--- config.mk ---
export PLATFORM = sky130hd
export DESIGN_NAME = fifo_push_arbiter_flat
export DESIGN_NICKNAME = d
export VERILOG_FILES = /design/src/rtl/fifo_push_arbiter_if.sv /design/src/rtl/fifo_push_arbiter.sv /design/src/flat_wrapper.sv
export SDC_FILE = /design/constraint.sdc
export NUM_CORES = 1
export LEC_CHECK = 0
export ABC_CLOCK_PERIOD_IN_PS = 3090
export CAP_MARGIN = 10
export CORE_MARGIN = 1
export CORE_UTILIZATION = 40
export CTS_BUF_LIST = sky130_fd_sc_hd__clkbuf_8
export CTS_CLUSTER_DIAMETER = 40
export CTS_CLUSTER_SIZE = 12
export DETAILED_ROUTE_END_ITERATION = 8
export HOLD_SLACK_MARGIN = 0.12
export PLACE_DENSITY = 0.9
export SLEW_MARGIN = 20
export SYNTH_ARGS = -nofsm -noshare
export SYNTH_HDL_FRONTEND = slang
export SYNTH_SLANG_ARGS = --single-unit
--- constraint.sdc ---
create_clock -name clk -period 3.09 [get_ports clk]
set_input_delay 0.4635 -clock clk [delete_from_list [all_inputs] [get_ports clk]]
set_output_delay 0.4635 -clock clk [all_outputs]
set_load 0.05 [all_outputs]
--- src/rtl/fifo_push_arbiter_if.sv ---
// Handshake bundle between the producers, the consumer and the shared-FIFO
// push arbiter. The master side drives requests, data and pops; the slave
// side (the arbiter) returns grants, the push strobe and FIFO status.
interface fifo_push_arbiter_if #(
    parameter int bits  = 4,
    parameter int depth = 8,
    parameter int n_req = 4
);
    localparam int cw = $clog2(depth) + 1;

    logic [n_req-1:0]      req;
    logic [n_req*bits-1:0] data_in;
    logic                  pop;
    logic [n_req-1:0]      gnt;
    logic                  push_out;
    logic [bits-1:0]       data_out;
    logic [cw-1:0]         count;
    logic                  full;
    logic                  empty;

    modport master (
        output req, data_in, pop,
        input  gnt, push_out, data_out, count, full, empty
    );

    modport slave (
        input  req, data_in, pop,
        output gnt, push_out, data_out, count, full, empty
    );
endinterface

--- src/rtl/fifo_push_arbiter.sv ---
// Round-robin arbiter that lets several producers share one FIFO push port.
// The grant is combinational so a request is pushed in the same cycle; the
// block also tracks FIFO occupancy so it can refuse pushes while full and
// ignore pops while empty.
module fifo_push_arbiter #(
    parameter int bits  = 4,
    parameter int depth = 8,
    parameter int n_req = 4
) (
    input logic                clk,
    input logic                reset,
    fifo_push_arbiter_if.slave bus
);
    localparam int cw = $clog2(depth) + 1;
    localparam int pw = (n_req > 1) ? $clog2(n_req) : 1;
    localparam logic [cw-1:0] depth_c = cw'(depth);
    localparam logic [pw-1:0] last_c  = pw'(n_req - 1);

    logic [pw-1:0]    rr_ptr_q, rr_ptr_d;
    logic [cw-1:0]    count_q, count_d;
    logic [n_req-1:0] gnt;
    logic [pw-1:0]    grant_idx;
    logic             found;
    logic             full;
    logic             empty;
    logic             push;
    logic             pop_eff;
    logic [bits-1:0]  data_sel;

    // Occupancy status decoded straight from the counter.
    always_comb begin
        full  = (count_q == depth_c);
        empty = (count_q == '0);
    end

    // Search upward from the round-robin pointer, wrapping, for the first requester.
    always_comb begin
        gnt       = '0;
        grant_idx = '0;
        found     = 1'b0;
        if (!reset && !full) begin
            for (int k = 0; k < n_req; k++) begin
                if (!found && bus.req[pw'((int'(rr_ptr_q) + k) % n_req)]) begin
                    found     = 1'b1;
                    grant_idx = pw'((int'(rr_ptr_q) + k) % n_req);
                end
            end
        end
        if (found) begin
            gnt[grant_idx] = 1'b1;
        end
    end

    // Route the granted producer's slice to the FIFO, zero when nobody is granted.
    always_comb begin
        data_sel = '0;
        for (int i = 0; i < n_req; i++) begin
            if (gnt[i]) begin
                data_sel = bus.data_in[i*bits +: bits];
            end
        end
    end

    // Next pointer and occupancy: the pointer moves past the winner, count tracks push/pop.
    always_comb begin
        push     = found;
        pop_eff  = bus.pop && !empty;
        rr_ptr_d = rr_ptr_q;
        count_d  = count_q;
        if (push) begin
            rr_ptr_d = (grant_idx == last_c) ? '0 : grant_idx + 1'b1;
        end
        case ({push, pop_eff})
            2'b10:   count_d = count_q + 1'b1;
            2'b01:   count_d = count_q - 1'b1;
            default: count_d = count_q;
        endcase
    end

    // State registers with synchronous reset that clears occupancy and restarts the search at 0.
    always_ff @(posedge clk) begin
        if (reset) begin
            rr_ptr_q <= '0;
            count_q  <= '0;
        end else begin
            rr_ptr_q <= rr_ptr_d;
            count_q  <= count_d;
        end
    end

    // Drive the interface outputs.
    always_comb begin
        bus.gnt      = gnt;
        bus.push_out = push;
        bus.data_out = data_sel;
        bus.count    = count_q;
        bus.full     = full;
        bus.empty    = empty;
    end
endmodule

--- src/flat_wrapper.sv ---
// flat-port wrapper written by rule: the top's interface ports become plain ports
module fifo_push_arbiter_flat 
#(
    parameter int bits  = 4,
    parameter int depth = 8,
    parameter int n_req = 4
)
  (clk, reset, bus_req, bus_data_in, bus_pop, bus_gnt, bus_push_out, bus_data_out, bus_count, bus_full, bus_empty);
  fifo_push_arbiter_if #(.bits(bits), .depth(depth), .n_req(n_req)) bus_i ();
  input logic clk;
  input logic reset;
  input wire logic [$bits(bus_i.req)-1:0] bus_req;
  input wire logic [$bits(bus_i.data_in)-1:0] bus_data_in;
  input wire logic [$bits(bus_i.pop)-1:0] bus_pop;
  output wire logic [$bits(bus_i.gnt)-1:0] bus_gnt;
  output wire logic [$bits(bus_i.push_out)-1:0] bus_push_out;
  output wire logic [$bits(bus_i.data_out)-1:0] bus_data_out;
  output wire logic [$bits(bus_i.count)-1:0] bus_count;
  output wire logic [$bits(bus_i.full)-1:0] bus_full;
  output wire logic [$bits(bus_i.empty)-1:0] bus_empty;
  assign bus_i.req = bus_req;
  assign bus_i.data_in = bus_data_in;
  assign bus_i.pop = bus_pop;
  assign bus_gnt = bus_i.gnt;
  assign bus_push_out = bus_i.push_out;
  assign bus_data_out = bus_i.data_out;
  assign bus_count = bus_i.count;
  assign bus_full = bus_i.full;
  assign bus_empty = bus_i.empty;
  fifo_push_arbiter #(.bits(bits), .depth(depth), .n_req(n_req)) u_core (.clk(clk), .reset(reset), .bus(bus_i));
endmodule
======== Word-level counts from Yosys, hierarchy flattened ========
Cells that the tools add are included.
storage, ports and cells
  input port bits ......................... 23
  logic and storage cells ................. 66
  flip-flop bits (word level) ............. 6
  output and inout port bits .............. 15
operators by class
  add/sub/neg operators ................... 6
  muxes and demuxes ....................... 34
  reductions and logical operators ........ 14
  equal/unequal tests ..................... 4
  order comparisons ....................... 6
operator list
  operator               number
  $mux W4                5
  $mux W1                17
  $lt A2 B4 Y1 const B   4
  $mux W2                6
  $bmux W1 S2            4
  $pmux W4 S2            1
  $logic_and A1 B1 Y1    6
  $logic_not A1 Y1       6
  $add A2 B1 Y2 const B  2
  $add A2 B2 Y2 const B  2
  $add A4 B1 Y4 const B  1
  $eq A2 B2 Y1 const B   2
  $eq A4 B4 Y1 const B   1
  $logic_not A4 Y1       1
  $sub A4 B1 Y4 const B  1
  $lt A2 B3 Y1 const B   1
  $demux W1 S2           1
  $eq A2 B1 Y1 const B   1
  $ge A2 B1 Y1 const B   1
  $reduce_bool A2 Y1     1

======== Longest topological paths before layout ========
  word-level depth ........................ 26
  gate-level depth with buffers ........... 11
  gate-level depth less buffers ........... 9

======== Least setup slack after synthesis ========
OpenSTA, ideal clock, no wires.
  path kind ............................... register to output
  start point ............................. register u_core.count_q[3], in the netlist u_core.bus.count[3]
  end point ............................... output port bus_data_out[3]
  buffers on the path ..................... 2
  stages on the path, launching flop included .. 11
  path slack .............................. -0.971 ns
  arrival time ............................ 3.598 ns
  data required time ...................... 2.626 ns
  path through ............................ dfxtp_1 > nor4b_2 > or3_1 > buf_6 > inv_4 > and2_1 > ha_1 > clkbuf_1 > o21ai_0 > a22oi_1 > nor2_1
on the way
  elaborated cells on any way between the ends .. 15
  those cells by class .................... 2 x order compare; 1 x eq/ne; 9 x mux; 3 x reduce/logical
RTL lines
  element                 RTL line                 RTL
  from (decl)             fifo_push_arbiter.sv:20  logic [cw-1:0] count_q, count_d;
  from (signal assigned)  fifo_push_arbiter.sv:87  count_q <= count_d;
  $eq A4 B4 Y1 *          fifo_push_arbiter.sv:32  full = (count_q == depth_c);
  via bus_full            flat_wrapper.sv:19       output wire logic [$bits(bus_i.full)-1:0] bus_full;
  $logic_not A1 Y1 *      fifo_push_arbiter.sv:41  if (!reset && !full) begin
  $logic_and A1 B1 Y1 *   fifo_push_arbiter.sv:41
  $mux W1 *               fifo_push_arbiter.sv:41
  via bus_push_out        flat_wrapper.sv:16       output wire logic [$bits(bus_i.push_out)-1:0] bus_push_out;
  $mux W4 *               fifo_push_arbiter.sv:49  if (found) begin
  $mux W4 (3 in a row)    fifo_push_arbiter.sv:58  if (gnt[i]) begin
  $mux W4 *               fifo_push_arbiter.sv:58
  to (decl)               flat_wrapper.sv:17       output wire logic [$bits(bus_i.data_out)-1:0] bus_data_out;
Mark *: on every way through the listed nets, which the timed path passes. The rest lies on a longest branch.

======== Worst setup path after layout ========
  start point ............................. input port bus_req[0]
  end point ............................... register u_core.count_q[3], in the netlist u_core.bus.count[3]
on the way
  word-level cells in the longest chain between the ends .. 19
  elaborated cells on any way between the ends .. 30
  those cells by class .................... 2 x eq/ne; 21 x mux; 7 x reduce/logical
ends and longest elaborated chain
  element                                                   RTL line                 RTL
  from (decl)                                               flat_wrapper.sv:12       input wire logic [$bits(bus_i.req)-1:0] bus_req;
  $bmux W1 S2                                               fifo_push_arbiter.sv:43  if (!found && bus.req[pw'((int'(rr_ptr_q) + k) % n_req)]) begin
  $mux W1 (not written as such) (2 in a row)                fifo_push_arbiter.sv:43
  $mux W1                                                   fifo_push_arbiter.sv:43
  $mux W1                                                   fifo_push_arbiter.sv:41
  $logic_not A1 Y1                                          fifo_push_arbiter.sv:43
  $logic_and A1 B1 Y1                                       fifo_push_arbiter.sv:43
  $mux W1                                                   fifo_push_arbiter.sv:43
  $mux W1                                                   fifo_push_arbiter.sv:41
  (+2 left out)                                             n/a
  $mux W1                                                   fifo_push_arbiter.sv:43
  $mux W1                                                   fifo_push_arbiter.sv:41
  $logic_not A1 Y1                                          fifo_push_arbiter.sv:43
  $logic_and A1 B1 Y1                                       fifo_push_arbiter.sv:43
  $mux W1 *                                                 fifo_push_arbiter.sv:43
  $mux W1 *                                                 fifo_push_arbiter.sv:41
  $eq A2 B1 Y1 / $eq A2 B2 Y1 (equally long branches)       fifo_push_arbiter.sv:73  case ({push, pop_eff})
  $pmux W4 S2 / $reduce_bool A2 Y1 (equally long branches)  n/a
Every way passes the cells marked *; elsewhere a longest branch is shown, timed or not. The select of a mux whose other input is x is not followed.
A chain may end at the register's enable or synchronous reset.

==> out/qor.yml <==
status: "finished, violations left"
violations: "setup timing"
layout_commonest_cell: "clkdlybuf4s50_1"
synth_area_leaders: "dfxtp_1, ha_1, a21oi_1, nor2_1, inv_1"
placed_cells: 171
slew_viol_final: 0
drv_cap: 0
synth-seq-cells: 6
synthCells: 103
numCtsBuffers: 3
initial_core_util_pct: 45.29
critPathTopFamily: "simple AND/OR/NAND/NOR gates"
cp.buffers_inverters: 3
yosys_warnings: 0
drt-initial-drc-count: 75
viasPerCell: 6.606
place_area_mm2: 0.001371
required_ps: 3250
synth.largest_area_cell: "dfxtp_1"
yosysUniqueCellTypes: 33
fin_setup_tns_ps: -59.69
power.leakage_nw: 0.6530
cp-start-kind: "input port"
path_class: "in2reg"
yosysSeqAreaShare_pct: 16.64
syn_area_um2: 721.9
wl_mm: 4.113
fin_util_pct: 96.86
clock.fmax_mhz: 319.8
hold_buffers: 0
nets: 188
hold_path_class: "reg2reg"
setup_ws_ps: -36.67
fin_worst_skew_ps: 8.170
drive_gt1_share_pct: 40.38
wl_per_cell_um: 22.85
clk_latency_ps: 240
clock_path_buffers: 2
crit_top_cell: "a21oi_1"
p_total_mw: 1.294
max-vdd-ir-drop_mv: 1.095
core_mm2: 0.001594
period_minus_slack_ps: 3127
layout_common_cells: "clkdlybuf4s50_1, buf_4, nor2_1, inv_1, buf_12"
synth_edf_count: 0
cp_max_fo: 3
ys_async_sr_fraction_pct: 0
crit_path_top_delay_cell: "or4_1"
setup_viol: 2
antennaDiodeCount: 0
io-pin-count: 38
max_stage_delay_ps: 530
crit_chain: "clkdlybuf4s15_1, nor4_4, buf_4, or3_4, buf_4, ha_1, ha_1, a21oi_1, a21oi_1, or4_1, a21oi_1"
antenna_left: 0
synthDominantCellAreaShare_pct: 16.64
cts_max_level: 1
tightest_slew_ps: 516.5
min_period_over_period_pct: 101.2
die_area_mm2: 0.001979
gp_congestion: 0.8204
grt_pass1_vias: 1064
final-seq-area_um2: 132.6
design_area_mm2: 0.001544
area_growth_syn_to_layout_pct: 113.9
clockRootBuffer: "clkbuf_8"
cts_tree: "done"
num_vias: 1189
die_height_um: 44.49
preCtsSetupSlack_ps: -213.3
grt_pass1_wl_mm: 5.064
antenna_found_initial: 0
cp.arrival_ps: 3280
multiInputGateArea_um2: 696.9
syn_nets: 134
power_density_mw_per_mm2: 837.8
grt_max_degree: 10
slew_headroom_pct: 65.46
final-hold-violation-count: 0
clkTransAtPathRegs_ps: 40
ys.flop_type: "dfxtp_1"
hold_slack_ps: 545.2
first_pass_iters: 5
rows: 14
drc_errors: 0
portBuffers: 37
cts.sinks: 6
final_cells: 180
n_fill_cell: 29
track_usage_pct: 35.29
die_w_um: 44.49
crit_path_end_kind: "flip-flop"
grt_overflow: 0
hpwl_mm: 2.040
avgSynthCellArea_um2: 7.009
[Yosys cell counts (3+ instances only)]
library cell / instances
a21oi_1: 16
a22oi_1: 4
and2_1: 5
dfxtp_1: 6
ha_1: 7
inv_1: 9
nand2_1: 5
nand2b_1: 3
nor2_1: 15
o21ai_0: 4
[cell type report]
cell class                 instances  area share (%)
inverter                          10           2.755
sequential                         6           8.590
timing repair buffer              54           38.65
tap                               24           1.945
clock buffer                       3           2.674
clock inverter                     1          0.2431
multi-input combinational         82           45.14
[power breakdown]
group / switching (mW) / internal [mW]
clock: 0.0446 / 0.0863
combinational: 0.578 / 0.400
sequential: 0.0672 / 0.118
total: 0.690 / 0.604
[path summary, 6_finish.rpt]
path / from / end / slack [ps] / depth (start not counted)
setup / recovery: bus_req[0] / u_core.bus.count[3] / -40 / 11
setup reg to reg: u_core.bus.count[3] / u_core.bus.count[3] / 120 / 9
hold reg to reg: u_core.bus.count[3] / u_core.bus.count[3] / 550 / 2
hold / removal: u_core.bus.count[3] / u_core.bus.count[3] / 550 / 2
[registers in the layout, summed over array words and instances, names as in the netlist]
register and cells:
u_core.bus.count 4, u_core.rr_ptr_q 2
[worst reg2reg max path, stage by stage (launching register included)]
cell and delay, ps:
dfxtp_4 360, nor4b_4 150, or3_4 430, buf_4 150, ha_1 240, ha_1 350
a21oi_1 310, a21oi_1 180, or4_1 530, a21oi_1 180
[kinds of logic after synthesis]
logic type / count (synthesis) / synth area share (%)
flops: 6 / 16.64
fa+ha+maj: 8 / 14.90
mux: 1 / 1.387
simple gates: 38 / 27.56
xor+xnor: 2 / 2.427
buf+inv: 15 / 9.186
compound gates: 33 / 27.90
[metal layers]
layer  wire, µm  vias to the layer above  global-route usage [%]
met1       1337                      514                   36.27
met2       1867                      157                   65.29
met4        362                        0                   19.39
li1           -                      467                       -
met5          0                        -                       0
met3        546                       51                   7.755
[timing repair]
item	4_1_cts	5_1_grt
setup buffers	2	3
pin swaps	8	6
setup endpoints to repair	6	7
gates resized for setup	11	13
Note: power is estimated with default switching activity, not from simulation.
